File: config.mk
export PLATFORM = sky130hd
export DESIGN_NAME = icache_assoc
export DESIGN_NICKNAME = d
export VERILOG_FILES = /design/src/rtl/icache_assoc.sv
export SDC_FILE = /design/constraint.sdc
export NUM_CORES = 1
export LEC_CHECK = 0
export BUFFER_PORTS_ARGS = -buffer_cell sky130_fd_sc_hd__buf_4
export CAP_MARGIN = 20
export CORE_MARGIN = 2
export CORE_UTILIZATION = 40
export DETAILED_ROUTE_END_ITERATION = 6
export GPL_TIMING_DRIVEN = 1
export SYNTH_ARGS = -nofsm -noshare
export SYNTH_HDL_FRONTEND = slang
export SYNTH_SLANG_ARGS = --single-unit
File: constraint.sdc
create_clock -name CLK -period 11.2 [get_ports CLK]
set_input_delay 0 -clock CLK [delete_from_list [all_inputs] [get_ports CLK]]
set_output_delay 0 -clock CLK [all_outputs]
set_load 0.05 [all_outputs]
File: src/rtl/icache_assoc.sv
// Set-associative instruction cache with multi-word block fill and per-set round-robin replacement.
// Optional macro ICACHE_FLUSH_EN adds an iflush port that invalidates every line and aborts any fill.
module icache_assoc #(
   parameter int SETS  = 8,
   parameter int WAYS  = 2,
   parameter int WORDS = 2
) (
   input  logic        CLK,
   input  logic        nRST,
   input  logic        imemREN,
   input  logic [31:0] imemaddr,
   output logic        ihit,
   output logic [31:0] imemload,
   output logic        iREN,
   output logic [31:0] iaddr,
   input  logic        iwait,
`ifdef ICACHE_FLUSH_EN
   input  logic        iflush,
`endif
   input  logic [31:0] iload
);

   localparam int WB      = $clog2(WORDS);
   localparam int IDX_W   = $clog2(SETS);
   localparam int WOFF_W  = (WORDS > 1) ? WB : 1;
   localparam int WAY_W   = (WAYS > 1) ? $clog2(WAYS) : 1;
   localparam int TAG_LSB = 2 + WB + IDX_W;
   localparam int TAG_W   = 32 - TAG_LSB;

   typedef enum logic {IDLE, FILL} state_t;

   state_t                r_state;
   logic [WOFF_W-1:0]     r_cnt;
   logic                  r_iren;
   logic [31:0]           r_iaddr;
   logic [WAY_W-1:0]      r_victim;
   logic [IDX_W-1:0]      r_fill_idx;
   logic [TAG_W-1:0]      r_fill_tag;
   logic [WAYS-1:0]       r_valid [SETS];
   logic [WAY_W-1:0]      r_ptr   [SETS];
   logic [TAG_W-1:0]      r_tag   [SETS][WAYS];
   logic [31:0]           r_data  [SETS][WAYS][WORDS];
   logic [31:0]           r_buf   [WORDS];

   logic                  w_flush;
   logic [IDX_W-1:0]      w_idx;
   logic [TAG_W-1:0]      w_tag;
   logic [WOFF_W-1:0]     w_woff;
   logic [31:0]           w_base;
   logic                  w_hit_any;
   logic [WAY_W-1:0]      w_hit_way;
   logic [WAY_W-1:0]      w_victim;
   logic [WAY_W-1:0]      w_ptr_next;
   logic                  w_hit;
   logic                  w_accept;
   logic                  w_last;
   logic                  w_install;

`ifdef ICACHE_FLUSH_EN
   assign w_flush = iflush;
`else
   assign w_flush = 1'b0;
`endif

   assign w_idx  = IDX_W'(imemaddr >> (2 + WB));
   assign w_tag  = imemaddr[31:TAG_LSB];
   assign w_woff = WOFF_W'((imemaddr >> 2) & 32'(WORDS - 1));
   assign w_base = imemaddr & ~(32'(WORDS * 4 - 1));

   // NOTE: every signal written in always_comb gets a default first so no latch is inferred.
   always_comb begin
      w_hit_any = 1'b0;
      w_hit_way = '0;
      for (int w = 0; w < WAYS; w++) begin
         if (r_valid[w_idx][w] && (r_tag[w_idx][w] == w_tag)) begin
            w_hit_any = 1'b1;
            w_hit_way = WAY_W'(w);
         end
      end
   end

   // Scanning downward leaves the lowest-numbered invalid way; the pointer is used only when the set is full.
   always_comb begin
      w_victim = r_ptr[w_idx];
      for (int w = WAYS - 1; w >= 0; w--) begin
         if (!r_valid[w_idx][w]) w_victim = WAY_W'(w);
      end
   end

   assign w_ptr_next = (r_ptr[r_fill_idx] == WAY_W'(WAYS - 1)) ? '0 : r_ptr[r_fill_idx] + 1'b1;

   assign w_hit     = (r_state == IDLE) && imemREN && w_hit_any && !w_flush;
   assign w_accept  = (r_state == FILL) && !iwait;
   assign w_last    = (r_cnt == WOFF_W'(WORDS - 1));
   assign w_install = w_accept && w_last && !w_flush;

   assign ihit     = w_hit;
   assign imemload = w_hit ? r_data[w_idx][w_hit_way][w_woff] : 32'd0;
   assign iREN     = r_iren && !w_flush;
   assign iaddr    = w_flush ? 32'd0 : r_iaddr;

   // NOTE: state registers use non-blocking assignments so every flop samples pre-edge values.
   always_ff @(posedge CLK or negedge nRST) begin
      if (!nRST) begin
         r_state    <= IDLE;
         r_cnt      <= '0;
         r_iren     <= 1'b0;
         r_iaddr    <= '0;
         r_victim   <= '0;
         r_fill_idx <= '0;
         r_fill_tag <= '0;
         for (int s = 0; s < SETS; s++) begin
            r_valid[s] <= '0;
            r_ptr[s]   <= '0;
         end
      end else if (w_flush) begin
         r_state <= IDLE;
         r_cnt   <= '0;
         r_iren  <= 1'b0;
         r_iaddr <= '0;
         for (int s = 0; s < SETS; s++) begin
            r_valid[s] <= '0;
            r_ptr[s]   <= '0;
         end
      end else begin
         case (r_state)
            IDLE: begin
               if (imemREN && !w_hit_any) begin
                  r_state    <= FILL;
                  r_fill_idx <= w_idx;
                  r_fill_tag <= w_tag;
                  r_victim   <= w_victim;
                  r_cnt      <= '0;
                  r_iren     <= 1'b1;
                  r_iaddr    <= w_base;
               end
            end
            FILL: begin
               if (w_accept) begin
                  if (w_last) begin
                     r_valid[r_fill_idx][r_victim] <= 1'b1;
                     r_ptr[r_fill_idx]             <= w_ptr_next;
                     r_state                       <= IDLE;
                     r_cnt                         <= '0;
                     r_iren                        <= 1'b0;
                     r_iaddr                       <= '0;
                  end else begin
                     r_cnt   <= r_cnt + 1'b1;
                     r_iaddr <= r_iaddr + 32'd4;
                  end
               end
            end
            default: r_state <= IDLE;
         endcase
      end
   end

   // NOTE: tag, data and fill-buffer storage have no reset; the valid bits alone qualify their contents.
   always_ff @(posedge CLK) begin
      if (w_accept) r_buf[r_cnt] <= iload;
      if (w_install) begin
         r_tag[r_fill_idx][r_victim] <= r_fill_tag;
         for (int k = 0; k < WORDS; k++) begin
            r_data[r_fill_idx][r_victim][k] <= (k == WORDS - 1) ? iload : r_buf[k];
         end
      end
   end

endmodule

==> reports/metrics.cfg <==
[setup_path]
path_buf_inv=6
end_kind=primary output
path_max_fanout=82
crit_path_max_incr_delay_ns=0.91
crit_chain=buf_8 -> buf_4 -> buf_4 -> mux4_2 -> mux2i_1 -> xnor2_1 -> nand2_1 -> nor4_1 -> nand4_1 -> buf_4 -> a21oi_2 -> and2_2 -> buf_4 -> a32o_1 -> buf_4
crit_path_frequent_cell=buf_4
cp.required_ns=11.20
arrival_ns=6.12
critPathSlowestCell=buf_4
path_delay_family=buffers and inverters
critPathKind=input port to primary output
start_kind=input port

[global_routing]
grt_pass1_wl_um=216000
grt.overflow.total=0
grt_max_degree=97
grt_pass1_vias=30800
antenna_found_initial=4
grtUsageTotal_pct=19.1

[pwr]
p_int_w=0.0107
p_sw_w=0.00371
switching_share_pct=25.7
ir_worst_vdd_mv=0.149
p_seq_share_pct=52.9
clockPowerShare_pct=35.7
p_leak_nw=24.4
power_density_mw_per_mm2=203
comb_power_share_pct=11.5

[synthesis]
yosys.cell_count.top_type=edfxtp_1
async_flop_share_pct=5.58
synthTopCellsByArea=edfxtp_1 (72%), mux4_2 (11%), mux2i_1 (4.7%)
synth_area_mm2=0.0615
synth_commonest_cells=edfxtp_1 (1472), mux4_2 (314), mux2i_1 (291)
avgSynthCellArea_um2=20.7
synth_edf_count=1472
synth_seq_cells=1559
yosys.area.top_type=edfxtp_1
syn-instance-count=2975
synth_top_cell_area_share_pct=71.8
yosys_warnings=0
synth_seq_area_share_pct=75.4
synth_ff_type=edfxtp_1
yosysUniqueCellTypes=56

[floorplanning]
die_h_um=396
coreArea_mm2=0.152
dieArea_mm2=0.157
start_util_pct=40.4
rows=143
die_width_um=396
num_io_pins=134

[placement]
gp_congestion=0.781
hpwl_um=75700
place.port_buffers=129

[routing]
first_pass_iters=6
viasPerCell=5.54
ant_nets=0
wl_per_cell_um=27.4
drt_iter0_markers=3281
num_vias=30200
drc_errors=0
routed_wl_um=149000

[final_layout]
syn_to_final_growth_pct=15.6
final_nets=3358
utilization_pct=46.7
drive_gt1_share_pct=25.5

[timing]
worstMarginPinSlew_ns=1.09
tns_ns=0
fin_skew_ns=0.0435
period_minus_slack_ns=6.12
finalHoldViolCount=0
slew_headroom_pct=27.3
slew_violations=0
rsz0062_at_grt=no
final.period_utilization_pct=54.7
fmax_ghz=0.163
setup_viol=0

[clocking]
htreeDepth=4
clkTransAtPathRegs_ns=0.06
cts_buffers=158
cts_resized=0
cts.sinks=1559
clk_latency_ns=0.80
cts_buffer_depth=3
cts.root.buffer_cell=clkbuf_16
cts_tree=built

[flow_run]
cap_viol_max_count=0

[hold_path]
hold_class=input port to flip-flop

[status]
status=complete, no violations

==> per-stage QoR <==
| step | cells | total power, W | worst slack (ns) | area, µm² | hold WS, ns |
|---|---|---|---|---|---|
| after floorplan | 2976 | 0.00864 | 0.895 | 61500 | -0.296 |
| after global placement | 5048 | 0.00928 | 5.02 | 64900 | 0.0222 |
| after detailed placement | 5049 | 0.00934 | 5.02 | 64900 | 0.0299 |
| after CTS | 5451 | 0.0145 | 5.02 | 71100 | 0.00406 |
| after global routing | 5451 | 0.0150 | 4.80 | 71100 | 0.0194 |
| final | 5452 | 0.0144 | 5.08 | 71100 | 0.0350 |
==> layer usage <==
layer / part of all wire, % / up-vias / track usage, %
li1: - / 12900 / -
met1: 44 / 16100 / 27.1
met2: 48 / 924 / 30.8
met3: 5.6 / 217 / 2.95
met4: 2.1 / 6 / 5.02
met5: 0.031 / - / 0
==> final cells by class <==
type                            instances  area, µm²
Sequential cell                      1559      46400
Clock inverter                         84        764
Tap cell                             2030       2540
Clock buffer                          208       4300
Fill cell                           12600      81200
Multi-Input combinational cell       1228      14300
Inverter                               34        131
Antenna cell                            1       2.50
Timing Repair Buffer                  308       2660
==> flip-flops by register name, indices dropped and copies added, names as in the netlist <==
register,flops
r_data,1024
iaddr,30
r_fill_idx,3
r_ptr,8
r_state,1
r_fill_tag,26
r_tag,416
r_victim,1
iREN,1
r_buf,32
r_cnt,1
r_valid,16
==> cell usage in the layout (no fill, tap or decap), types with 4 or more instances in the layout <==
| master | Yosys | routed |
|---|---|---|
| mux2_2 | 92 | 92 |
| nor4_1 | 11 | 9 |
| a21o_1 | 29 | 29 |
| inv_6 | 0 | 6 |
| a21oi_1 | 19 | 19 |
| edfxtp_1 | 1472 | 1472 |
| nor2_1 | 43 | 29 |
| bufinv_16 | 0 | 10 |
| mux4_2 | 314 | 314 |
| clkbuf_8 | 0 | 7 |
| a22oi_1 | 24 | 24 |
| nor3_1 | 10 | 10 |
| dfrtp_1 | 87 | 87 |
| xnor2_1 | 31 | 31 |
| nand2b_1 | 4 | 4 |
| dlygate4sd3_1 | 0 | 109 |
| nand4_1 | 8 | 8 |
| o21ai_0 | 39 | 39 |
| clkbuf_1 | 82 | 39 |
| a22o_1 | 16 | 16 |
| buf_4 | 19 | 193 |
| a221oi_1 | 5 | 5 |
| or3_1 | 9 | 9 |
| clkbuf_16 | 0 | 162 |
| nand2_1 | 121 | 121 |
| o22ai_1 | 32 | 32 |
| inv_1 | 33 | 32 |
| clkinvlp_4 | 0 | 4 |
| and3_1 | 18 | 18 |
| clkinv_2 | 0 | 27 |
| a32o_1 | 32 | 32 |
| nand3_1 | 24 | 23 |
| clkinv_1 | 0 | 30 |
| mux2i_1 | 291 | 291 |
| nor2_4 | 0 | 13 |
| or2_2 | 16 | 16 |
==> power by group through the flow <==
stage | sequential, W | combinational [W] | clock [W]
2_1_floorplan | 0.00777 | 0.000873 | 0
3_3_place_gp | 0.00771 | 0.00157 | 0
3_5_place_dp | 0.00774 | 0.00159 | 0
4_1_cts | 0.00762 | 0.00167 | 0.00525
5_1_grt | 0.00769 | 0.00178 | 0.00548
6_report | 0.00763 | 0.00165 | 0.00515
==> kinds of logic (layout without fill, tap and decap cells) <==
family / Yosys count / after routing / share of synthesized area (%)
compound gates: 214 / 214 / 2.51
xor+xnor: 31 / 31 / 0.441
fa+ha+maj: 1 / 1 / 0.0203
buf+inv: 189 / 634 / 1.56
flops: 1559 / 1559 / 75.4
mux: 698 / 698 / 17.9
other cells: 1 / 3 / 0.00609
simple gates: 282 / 282 / 2.15
==> worst paths after layout <==
| path | startpoint | end | slack (ns) | depth (start not counted) |
|---|---|---|---|---|
| setup / recovery | imemaddr[4] | imemload[30] | 5.08 | 15 |
| hold / removal | iload[28] | r_buf[0][28] | 0.03 | 2 |
| setup reg to reg | r_state | r_data[2][112] | 6.67 | 8 |
| hold reg to reg | r_valid[12] | r_valid[12] | 0.46 | 1 |
| max in group asynchronous | nRST | r_valid[4] | 10.22 | 4 |
| min in group asynchronous | nRST | iaddr[26] | 0.24 | 4 |
==> timing repair <==
item / 4_1_cts / 5_1_grt
buffers inserted: 0 / 0
hold endpoints to repair: 691 / 0
hold buffers: 110 / 0
(Power assumes the default switching activity.)
